--- config.mk ---
export PLATFORM = sky130hd
export DESIGN_NAME = cmem_line_buffer_flat
export DESIGN_NICKNAME = d
export VERILOG_FILES = /design/src/rtl/cmem_line_buffer_if.sv /design/src/rtl/cmem_line_buffer.sv /design/src/flat_wrapper.sv
export SDC_FILE = /design/constraint.sdc
export NUM_CORES = 1
export LEC_CHECK = 0
export CAP_MARGIN = 10
export CORE_AREA = 2 2 255 257
export CTS_BUF_LIST = sky130_fd_sc_hd__clkbuf_2 sky130_fd_sc_hd__clkbuf_4 sky130_fd_sc_hd__clkbuf_8
export DETAILED_ROUTE_END_ITERATION = 16
export DIE_AREA = 0 0 257 259
export PLACE_DENSITY = 0.63
export SKIP_CTS_REPAIR_TIMING = 1
export SYNTH_ARGS = -nofsm -noshare
export SYNTH_HDL_FRONTEND = slang
export SYNTH_SLANG_ARGS = --single-unit
--- constraint.sdc ---
create_clock -name clk -period 3.7 [get_ports clk]
set_input_delay 0.74 -clock clk [delete_from_list [all_inputs] [get_ports clk]]
set_output_delay 0.74 -clock clk [all_outputs]
set_load 0.03 [all_outputs]
--- src/rtl/cmem_line_buffer_if.sv ---
// Bus bundle for cmem_line_buffer: the cmem word port on one side, the pmem line port on the other.
// slave is the line buffer; master is the CPU plus memory environment around it.
interface cmem_line_buffer_if;
    logic         cmem_read;
    logic         cmem_write;
    logic [3:0]   cmem_byte_enable;
    logic [31:0]  cmem_address;
    logic [31:0]  cmem_wdata;
    logic         cmem_resp;
    logic [31:0]  cmem_rdata;
    logic         pmem_read;
    logic         pmem_write;
    logic [31:0]  pmem_address;
    logic [255:0] pmem_wdata;
    logic [255:0] pmem_rdata;
    logic         pmem_resp;

    // Handshake: a cmem request (read/write) is held until the cycle cmem_resp is high;
    // a pmem request (read/write) is held until the cycle pmem_resp is high.
    modport slave (
        input  cmem_read, cmem_write, cmem_byte_enable, cmem_address, cmem_wdata,
        output cmem_resp, cmem_rdata,
        output pmem_read, pmem_write, pmem_address, pmem_wdata,
        input  pmem_rdata, pmem_resp
    );

    modport master (
        output cmem_read, cmem_write, cmem_byte_enable, cmem_address, cmem_wdata,
        input  cmem_resp, cmem_rdata,
        input  pmem_read, pmem_write, pmem_address, pmem_wdata,
        output pmem_rdata, pmem_resp
    );
endinterface

--- src/rtl/cmem_line_buffer.sv ---
// One-line write-back, write-allocate buffer serving 32-bit cmem words from a 256-bit pmem line.
// Hits respond combinationally; misses write back a dirty line, then fill.
module cmem_line_buffer #(
    parameter int LINE_OFFSET_W = 5
) (
    input  logic              clk,
    input  logic              rst_n,
    cmem_line_buffer_if.slave bus,
    output logic [1:0]        dbg_state_o,
    output logic              dbg_valid_o,
    output logic              dbg_dirty_o
);
    localparam int TAG_W = 32 - LINE_OFFSET_W;

    typedef enum logic [1:0] {
        IDLE      = 2'd0,
        WRITEBACK = 2'd1,
        FILL      = 2'd2
    } state_t;

    state_t       state_q, state_d;
    logic         valid_q, valid_d;
    logic         dirty_q, dirty_d;
    logic [TAG_W-1:0] tag_q, tag_d;
    logic [TAG_W-1:0] miss_addr_q, miss_addr_d;
    logic [255:0] line_q, line_d;

    logic         req;
    logic         hit;
    logic [2:0]   word_sel;
    logic         unused_addr_lsb;

    assign req             = bus.cmem_read | bus.cmem_write;
    assign hit             = valid_q & (tag_q == bus.cmem_address[31:LINE_OFFSET_W]);
    assign word_sel        = bus.cmem_address[4:2];
    assign unused_addr_lsb = ^bus.cmem_address[1:0];

    assign dbg_state_o = state_q;
    assign dbg_valid_o = valid_q;
    assign dbg_dirty_o = dirty_q;

    always_ff @(posedge clk or negedge rst_n) begin
        if (!rst_n) begin
            state_q     <= IDLE;
            valid_q     <= 1'b0;
            dirty_q     <= 1'b0;
            miss_addr_q <= '0;
        end else begin
            state_q     <= state_d;
            valid_q     <= valid_d;
            dirty_q     <= dirty_d;
            miss_addr_q <= miss_addr_d;
        end
    end

    // Tag and line data carry no reset; valid_q guards every use of them.
    always_ff @(posedge clk) begin
        tag_q  <= tag_d;
        line_q <= line_d;
    end

    always_comb begin
        state_d          = state_q;
        valid_d          = valid_q;
        dirty_d          = dirty_q;
        tag_d            = tag_q;
        miss_addr_d      = miss_addr_q;
        line_d           = line_q;
        bus.cmem_resp    = 1'b0;
        bus.cmem_rdata   = line_q[{word_sel, 5'b00000} +: 32];
        bus.pmem_read    = 1'b0;
        bus.pmem_write   = 1'b0;
        bus.pmem_address = {miss_addr_q, {LINE_OFFSET_W{1'b0}}};
        bus.pmem_wdata   = line_q;

        unique case (state_q)
            IDLE: begin
                if (req && hit) begin
                    bus.cmem_resp = 1'b1;
                    // A simultaneous read+write is a write; rdata above still shows the old word.
                    if (bus.cmem_write) begin
                        dirty_d = 1'b1;
                        for (int b = 0; b < 4; b++) begin
                            if (bus.cmem_byte_enable[b]) begin
                                line_d[{word_sel, b[1:0], 3'b000} +: 8] = bus.cmem_wdata[b*8 +: 8];
                            end
                        end
                    end
                end else if (req) begin
                    miss_addr_d = bus.cmem_address[31:LINE_OFFSET_W];
                    state_d     = (valid_q && dirty_q) ? WRITEBACK : FILL;
                end
            end
            WRITEBACK: begin
                bus.pmem_write   = 1'b1;
                bus.pmem_address = {tag_q, {LINE_OFFSET_W{1'b0}}};
                if (bus.pmem_resp) begin
                    dirty_d = 1'b0;
                    state_d = FILL;
                end
            end
            FILL: begin
                bus.pmem_read = 1'b1;
                if (bus.pmem_resp) begin
                    line_d  = bus.pmem_rdata;
                    tag_d   = miss_addr_q;
                    valid_d = 1'b1;
                    dirty_d = 1'b0;
                    state_d = IDLE;
                end
            end
            default: state_d = IDLE;
        endcase
    end
endmodule

--- src/flat_wrapper.sv ---
// flat-port wrapper written by rule: the top's interface ports become plain ports
module cmem_line_buffer_flat 
#(
    parameter int LINE_OFFSET_W = 5
)
  (clk, rst_n, dbg_state_o, dbg_valid_o, dbg_dirty_o, bus_cmem_read, bus_cmem_write, bus_cmem_byte_enable, bus_cmem_address, bus_cmem_wdata, bus_cmem_resp, bus_cmem_rdata, bus_pmem_read, bus_pmem_write, bus_pmem_address, bus_pmem_wdata, bus_pmem_rdata, bus_pmem_resp);
  cmem_line_buffer_if bus_i ();
  input  logic clk;
  input  logic rst_n;
  output logic [1:0] dbg_state_o;
  output logic dbg_valid_o;
  output logic dbg_dirty_o;
  input wire logic [$bits(bus_i.cmem_read)-1:0] bus_cmem_read;
  input wire logic [$bits(bus_i.cmem_write)-1:0] bus_cmem_write;
  input wire logic [$bits(bus_i.cmem_byte_enable)-1:0] bus_cmem_byte_enable;
  input wire logic [$bits(bus_i.cmem_address)-1:0] bus_cmem_address;
  input wire logic [$bits(bus_i.cmem_wdata)-1:0] bus_cmem_wdata;
  output wire logic [$bits(bus_i.cmem_resp)-1:0] bus_cmem_resp;
  output wire logic [$bits(bus_i.cmem_rdata)-1:0] bus_cmem_rdata;
  output wire logic [$bits(bus_i.pmem_read)-1:0] bus_pmem_read;
  output wire logic [$bits(bus_i.pmem_write)-1:0] bus_pmem_write;
  output wire logic [$bits(bus_i.pmem_address)-1:0] bus_pmem_address;
  output wire logic [$bits(bus_i.pmem_wdata)-1:0] bus_pmem_wdata;
  input wire logic [$bits(bus_i.pmem_rdata)-1:0] bus_pmem_rdata;
  input wire logic [$bits(bus_i.pmem_resp)-1:0] bus_pmem_resp;
  assign bus_i.cmem_read = bus_cmem_read;
  assign bus_i.cmem_write = bus_cmem_write;
  assign bus_i.cmem_byte_enable = bus_cmem_byte_enable;
  assign bus_i.cmem_address = bus_cmem_address;
  assign bus_i.cmem_wdata = bus_cmem_wdata;
  assign bus_cmem_resp = bus_i.cmem_resp;
  assign bus_cmem_rdata = bus_i.cmem_rdata;
  assign bus_pmem_read = bus_i.pmem_read;
  assign bus_pmem_write = bus_i.pmem_write;
  assign bus_pmem_address = bus_i.pmem_address;
  assign bus_pmem_wdata = bus_i.pmem_wdata;
  assign bus_i.pmem_rdata = bus_pmem_rdata;
  assign bus_i.pmem_resp = bus_pmem_resp;
  cmem_line_buffer #(.LINE_OFFSET_W(LINE_OFFSET_W)) u_core (.clk(clk), .rst_n(rst_n), .bus(bus_i), .dbg_state_o(dbg_state_o), .dbg_valid_o(dbg_valid_o), .dbg_dirty_o(dbg_dirty_o));
endmodule
==> results.sh, run 1 <==
export IMPL_wire_per_inst_um=26.65
export IMPL_syn_cell_area_um2=15760
export IMPL_period_share=0.9556
export IMPL_start_util=0.2467
export IMPL_synth_top_area_frac=0.5392
export IMPL_num_io_pins=656
export IMPL_endpoint_kind="output pin"
export IMPL_p_leak_nw=8.886
export IMPL_avgSynthCellArea_um2=13.52
export IMPL_cp_start_kind="register"
export IMPL_dieArea_um2=66560
export IMPL_syn2layout_area_growth_pct=56.74
export IMPL_slowest_delay_ns=0.61
export IMPL_grt_setup_unrepaired="no"
export IMPL_cts_sinks=314
export IMPL_nFillCells=6085
export IMPL_worstHoldPathType="input pin to async pin"
export IMPL_grt_usage=0.2107
export IMPL_fmax_mhz=282.8
export IMPL_synth_edf_count=283
export IMPL_grt_pass1_wl_um=101600
export IMPL_seq_area_um2=9274
export IMPL_wl_um=73490
export IMPL_die_w_um=257
export IMPL_worst_pin_slew_ns=1.135
export IMPL_crit_path_max_fanout=31
export IMPL_portBuffers=648
export IMPL_grt_ovfl_total=0
export IMPL_std_cell_rows=93
export IMPL_final_setup_viol_count=0
export IMPL_hold_viol=0
export IMPL_power_total_mw=16.61
export IMPL_outcome="completed"
export IMPL_vias=13706
export IMPL_drtPass1Iterations=5
export IMPL_fin_nets=2194
export IMPL_synth_top_area_cell="edfxtp_1"
export IMPL_cpLargestDelayFamily="buffers and inverters"
export IMPL_path_buf_inv=3
export IMPL_cts_path_max_buffers=3
export IMPL_dp_hpwl_um=54920
export IMPL_antenna_found_initial=9
export IMPL_via_per_inst=4.970
export IMPL_synthCells=1166
export IMPL_clock_root_buffer="clkbuf_8"
export IMPL_synthTopCellsByArea="edfxtp_1, a22o_1, mux4_2"
export IMPL_gp_congestion=0.9227
export IMPL_slowest_stage="clkdlybuf4s50_1"
export IMPL_crit_required_ns=2.96
export IMPL_power_ir_vdd_worst_mv=0.5136
export IMPL_drive_gt1_frac=0.1632
export IMPL_drt_iter0_drc=1164
export IMPL_coreArea_um2=63880
export IMPL_ant_nets=0
export IMPL_fin_hold_ws_ns=0.2054
export IMPL_clkTransAtPathRegs_ns=0.06
export IMPL_ys_flop_type="edfxtp_1"
export IMPL_critical_path_class="register to output pin"
export IMPL_grt_max_degree=72
export IMPL_cts_max_level=2
export IMPL_slew_headroom=0.2403
export IMPL_finalMaxSlewViolations=0
export IMPL_grt_pass1_vias=14239
export IMPL_yosysSeqAreaShare=0.5884
export IMPL_ys_warn_count=0
export IMPL_min_period_ns=3.536
export IMPL_dp_worst_setup_slack_ns=0.07620
export IMPL_multiInputGateArea_um2=6040
export IMPL_cts_tree="yes"
export IMPL_skew_ns=0.02802
export IMPL_synth_seq_cells=314
export IMPL_finalWorstSetupSlack_ns=0.1644
export IMPL_cap_violations=0
export IMPL_tns_ns=0
export IMPL_numCtsBuffers=55
export IMPL_power_density_nw_per_um2=672.4
export IMPL_crit_chain="inv_1 > ha_1 > buf_4 > mux2_2 > clkdlybuf4s50_1"
export IMPL_dieHeight_um=259
export IMPL_postLayoutCoreUtil=0.3867
export IMPL_clkLatencyLatePin_ns=0.64
export IMPL_drc=0
export IMPL_yosysUniqueCellTypes=47
export IMPL_cp_arrival_ns=2.80
export IMPL_synth_async_reset_ratio=0.09873
synth_stat cells, types with 2 or more instances:
library cell  count
a31oi_1          14
ha_1             10
a22o_1          192
nor3_1            2
xnor2_1           7
buf_1            30
inv_1             9
a21oi_1          19
nor4_2            3
nor2b_1           6
nand2b_1          3
dfrtp_1          31
xor2_1           20
nand4_1           7
mux4_2           64
clkbuf_1         52
o21ai_0          65
nor4_1            6
edfxtp_1        283
nor2_1           64
buf_2            12
mux2_2           34
buf_4             5
mux2_4           20
buf_12            2
nand2_1         178
nand3_1           7
nand3b_1          2
final timing paths:
kind                                                    from                              endpoint  slack, ns  depth (start not counted)
setup / recovery           u_core.dbg_state_o[1]$_DFFE_PN0P_                  bus_pmem_address[31]       0.16                          5
hold / removal                                         rst_n     u_core.dbg_state_o[1]$_DFFE_PN0P_       0.21                          1
setup reg to reg           u_core.dbg_state_o[0]$_DFFE_PN0P_  u_core.bus.pmem_wdata[229]$_DFFE_PP_       1.03                          6
hold reg to reg            u_core.miss_addr_q[1]$_DFFE_PN0P_             u_core.tag_q[1]$_DFFE_PP_       0.47                          0
max in group asynchronous                              rst_n     u_core.miss_addr_q[4]$_DFFE_PN0P_       2.98                          1
min in group clk           u_core.miss_addr_q[1]$_DFFE_PN0P_             u_core.tag_q[1]$_DFFE_PP_       0.47                          0
flip-flops by register name (all words and copies together), names as in the netlist:
| register | flops |
|---|---|
| u_core.bus.pmem_wdata | 256 |
| u_core.dbg_dirty_o | 1 |
| u_core.dbg_state_o | 2 |
| u_core.dbg_valid_o | 1 |
| u_core.miss_addr_q | 27 |
| u_core.tag_q | 27 |
cell type report:
| cell class | instances | share of cell area |
|---|---|---|
| Timing Repair Buffer | 730 | 0.2894 |
| Clock buffer | 80 | 0.04052 |
| Antenna cell | 3 | 0.0003039 |
| Multi-Input combinational cell | 744 | 0.2445 |
| Clock inverter | 22 | 0.005065 |
| Sequential cell | 314 | 0.3754 |
| Inverter | 10 | 0.001520 |
| Tap cell | 855 | 0.04331 |
logic make-up (layout without fill, tap and decap cells):
family / after synthesis / in the layout / synth area share
compound gates: 297 / 297 / 0.1434
xor+xnor: 27 / 27 / 0.01500
fa+ha+maj: 10 / 10 / 0.007939
buf+inv: 112 / 842 / 0.03096
flops: 314 / 314 / 0.5884
mux: 118 / 118 / 0.1348
other cells: 1 / 8 / 0.0002379
simple gates: 287 / 287 / 0.07923
through the flow:
step,cell area (um2),instances
after floorplan,15780,1170
after global placement,23570,2653
after detailed placement,23570,2653
after CTS,24690,2755
after global routing,24700,2758
final,24700,2758
report_power, final:
part           leakage (nW)  total, mW  switching (mW)  internal, mW
sequential             2.99       5.65           0.523          5.13
clock                 0.604       3.32            1.52          1.80
combinational          5.29       7.63            4.43          3.21
routing by layer:
metal  vias to the layer above  track usage  part of all wire
met2                       807       0.3552              0.48
met5                         -            0            0.0010
li1                       5925            -                 -
met1                      6804       0.2491              0.38
met3                       158      0.07049              0.10
met4                        12      0.07930             0.037
cells in the final DEF, fill, tap and decap left out, types with 11 or more instances in the layout:
cell | synthesis | final
clkdlybuf4s50_1 | 0 | 642
dfrtp_1 | 31 | 31
mux2_4 | 20 | 20
nor2_1 | 64 | 64
mux2_2 | 34 | 34
nand2_1 | 178 | 178
mux4_2 | 64 | 64
a22o_1 | 192 | 192
clkinv_1 | 1 | 11
o21ai_0 | 65 | 65
xor2_1 | 20 | 20
clkbuf_4 | 0 | 16
buf_4 | 5 | 80
a21oi_1 | 19 | 19
clkbuf_8 | 0 | 64
a31oi_1 | 14 | 14
edfxtp_1 | 283 | 283
Note: power is estimated with default switching activity, not from simulation.
==> inputs of run 2 (changes only) <==
--- a/config.mk
+++ b/config.mk
@@ -5,12 +5,14 @@
 export SDC_FILE = /design/constraint.sdc
 export NUM_CORES = 1
 export LEC_CHECK = 0
+export ABC_AREA = 1
+export ABC_CLOCK_PERIOD_IN_PS = 3700
 export CAP_MARGIN = 10
-export CORE_AREA = 2 2 255 257
+export CORE_AREA = 2 2 253 255
 export CTS_BUF_LIST = sky130_fd_sc_hd__clkbuf_2 sky130_fd_sc_hd__clkbuf_4 sky130_fd_sc_hd__clkbuf_8
 export DETAILED_ROUTE_END_ITERATION = 16
-export DIE_AREA = 0 0 257 259
-export PLACE_DENSITY = 0.63
+export DIE_AREA = 0 0 255 257
+export PLACE_DENSITY = 0.66
 export SKIP_CTS_REPAIR_TIMING = 1
 export SYNTH_ARGS = -nofsm -noshare
 export SYNTH_HDL_FRONTEND = slang
==> run 2 against run 1 <==
Combinational power decreased by 13%; non-clock buffer count decreased by 24; global-route usage increased by 4.5 points; largest power group unchanged; fmax increased by 2.5%; wire length increased by 19%.
==> results.sh, run 2 <==
export IMPL_std_cell_rows=92
export IMPL_final_common_cell="clkdlybuf4s50_1"
export IMPL_finalNonFillerCells=3520
export IMPL_fin_nets=2956
export IMPL_r2r_end="u_core.bus.pmem_wdata[19]$_DFFE_PP_"
export IMPL_gp_congestion=0.9230
export IMPL_synth_top_area_cell="edfxtp_1"
export IMPL_antenna_found_initial=14
export IMPL_yosysSeqAreaShare=0.5521
export IMPL_final_cell_mix="clkdlybuf4s50_1, nand2_1, o21ai_0, edfxtp_1, nor2_1"
export IMPL_power_ir_vdd_worst_mv=0.5063
export IMPL_fmax_mhz=290.0
export IMPL_dieHeight_um=257
export IMPL_cts_max_level=2
export IMPL_hold_viol=0
export IMPL_synth_xor_area_frac=0.0005214
export IMPL_avgSynthCellArea_um2=8.514
export IMPL_r2r_worst_path_cells=6
export IMPL_drt_iter0_drc=1998
export IMPL_cap_violations=0
export IMPL_grt_usage=0.2558
export IMPL_critical_path_class="register to output pin"
export IMPL_endpoint_kind="output pin"
export IMPL_intPower_mw=9.237
export IMPL_drc=0
export IMPL_swShare=0.4115
export IMPL_drtPass1Iterations=7
export IMPL_cp_arrival_ns=2.71
export IMPL_sequentialPowerShare=0.342
export IMPL_grt_pass1_wl_um=121700
export IMPL_clkLatencyLatePin_ns=0.66
export IMPL_finalMaxSlewViolations=0
export IMPL_crit_path_max_fanout=7
export IMPL_cts_path_max_buffers=3
export IMPL_slew_headroom=0.4376
export IMPL_power_density_nw_per_um2=611.3
export IMPL_synthTopCellsByArea="edfxtp_1, o21ai_0, nand2_1"
export IMPL_p_switching_mw=6.458
export IMPL_final_setup_viol_count=0
export IMPL_tns_ns=0
export IMPL_yosysUniqueCellTypes=33
export IMPL_ys_flop_type="edfxtp_1"
export IMPL_portBuffers=648
export IMPL_start_util=0.2678
export IMPL_cp_start_kind="register"
export IMPL_ys_warn_count=0
export IMPL_grt_pass1_vias=17268
export IMPL_period_share=0.9320
export IMPL_dieArea_um2=65540
export IMPL_synth_top_family_by_area="simple AND/OR/NAND/NOR gates"
export IMPL_fin_area_um2=25670
export IMPL_r2r_start="u_core.dbg_state_o[0]$_DFFE_PN0P_"
export IMPL_r2r_slack_ns=1.12
export IMPL_place_area_um2=24350
export IMPL_worst_pin_slew_ns=0.8436
export IMPL_grt_setup_unrepaired="no"
export IMPL_outcome="completed"
export IMPL_numCtsBuffers=59
export IMPL_crit_required_ns=2.96
export IMPL_worstSetupStartpoint="u_core.dbg_state_o[1]$_DFFE_PN0P_"
export IMPL_p_leak_nw=9.772
export IMPL_synth_common_cells="nand2_1, o21ai_0, edfxtp_1"
export IMPL_power_frac_comb=0.422
export IMPL_synthMuxAreaShare=0
export IMPL_clock_root_buffer="clkbuf_8"
export IMPL_syn_cell_area_um2=16800
export IMPL_skew_ns=0.01404
export IMPL_p_clk_frac=0.236
export IMPL_postLayoutCoreUtil=0.4093
export IMPL_syn2layout_area_growth_pct=52.85
export IMPL_coreArea_um2=62740
export IMPL_largest_reg_flops=256
export IMPL_ant_nets=0
export IMPL_yosys_area_share_simple=0.2297
export IMPL_synth_async_reset_ratio=0.09873
export IMPL_placed_cells=3402
export IMPL_synthAdderAreaFrac=0.007449
export IMPL_grt_max_degree=80
export IMPL_cts_tree="yes"
export IMPL_via_per_inst=5.061
export IMPL_wire_per_inst_um=24.78
export IMPL_vias=17816
export IMPL_synth_edf_count=283
export IMPL_min_period_ns=3.448
export IMPL_wl_um=87230
export IMPL_cts_sinks=314
export IMPL_synthCells=1973
export IMPL_synth_compound_area_share=0.1546
export IMPL_dp_hpwl_um=64390
export IMPL_fin_hold_ws_ns=0.1719
export IMPL_clkTransAtPathRegs_ns=0.06
export IMPL_synth_seq_cells=314
export IMPL_worstHoldPathType="input pin to async pin"
export IMPL_synth_top_area_frac=0.5059
export IMPL_die_w_um=255
export IMPL_yosysMostFrequentCell="nand2_1"
export IMPL_drive_gt1_frac=0.08658
export IMPL_num_io_pins=656
export IMPL_grt_ovfl_total=0
==> run 2: cell types whose count changed after synthesis, moves of 26 or more <==
cell	delta
nor2_1	+153
o22ai_1	+31
nand4_1	+28
inv_1	+79
nand2_1	+349
nand3_1	+99
a22o_1	-192
o21ai_0	+342
mux2_2	-34
buf_2	+26
mux4_2	-64
==> run 2: layout make-up <==
type                    instances  area (um2)
flip-flops and latches        314        9274
diodes                          6       15.01
inverters                      90       345.3
repair buffers                706        7103
multi-input cells            1446        6621
clock inverters                32       281.5
clock buffers                  80       975.9
well taps                     846        1059
fillers                      6315       37060
==> run 2: worst max path at each step <==
stage          slack, ns                                    to
2_1_floorplan       0.59    u_core.bus.pmem_wdata[0]$_DFFE_PP_
3_3_place_gp        0.43  u_core.bus.pmem_wdata[165]$_DFFE_PP_
3_5_place_dp        0.43  u_core.bus.pmem_wdata[165]$_DFFE_PP_
4_1_cts            -0.15                  bus_pmem_address[11]
5_1_grt             0.06                  bus_pmem_address[27]
6_report            0.25                  bus_pmem_address[27]
==> run 2: kinds of logic (layout without fill, tap and decap cells) <==
group                    after synthesis  in the layout
buffers and inverters                217            908
XOR/XNOR                               1              1
AO/OA/AOI/OAI                        495            495
AND/OR/NAND/NOR                      935            935
adder cells (fa/ha/maj)               10             10
flip-flops                           314            314
other                                  1             11
==> run 2: per-layer routing <==
layer	share of wire	GRT usage
met1	0.38	0.3109
met2	0.46	0.4128
met3	0.12	0.09468
met4	0.036	0.09259
met5	0.0011	0
==> run 2: power by group through the flow <==
| stage | registers (mW) | clock network [mW] | logic (mW) |
|---|---|---|---|
| finish | 5.36 | 3.71 | 6.63 |
| global route | 5.43 | 3.89 | 7.10 |
| CTS | 5.35 | 3.76 | 6.65 |
| detailed placement | 5.41 | 0 | 6.61 |
| global placement | 5.39 | 0 | 6.57 |
| floorplan | 6.08 | 0 | 2.89 |
==> run 2: per-stage QoR <==
stage          power [mW]  setup WS [ns]
6_report            15.70         0.2515
3_3_place_gp        11.96         0.4317
2_1_floorplan       8.970         0.5857
4_1_cts             15.76        -0.1496
5_1_grt             16.42        0.06258
3_5_place_dp        12.02         0.4326
==> run 2: critical path, stage by stage, from the launching register on <==
cell,delay [ns]
dfrtp_1,0.43
inv_1,0.10
ha_1,0.23
clkinv_1,0.22
o21ai_0,0.33
clkdlybuf4s50_1,0.73
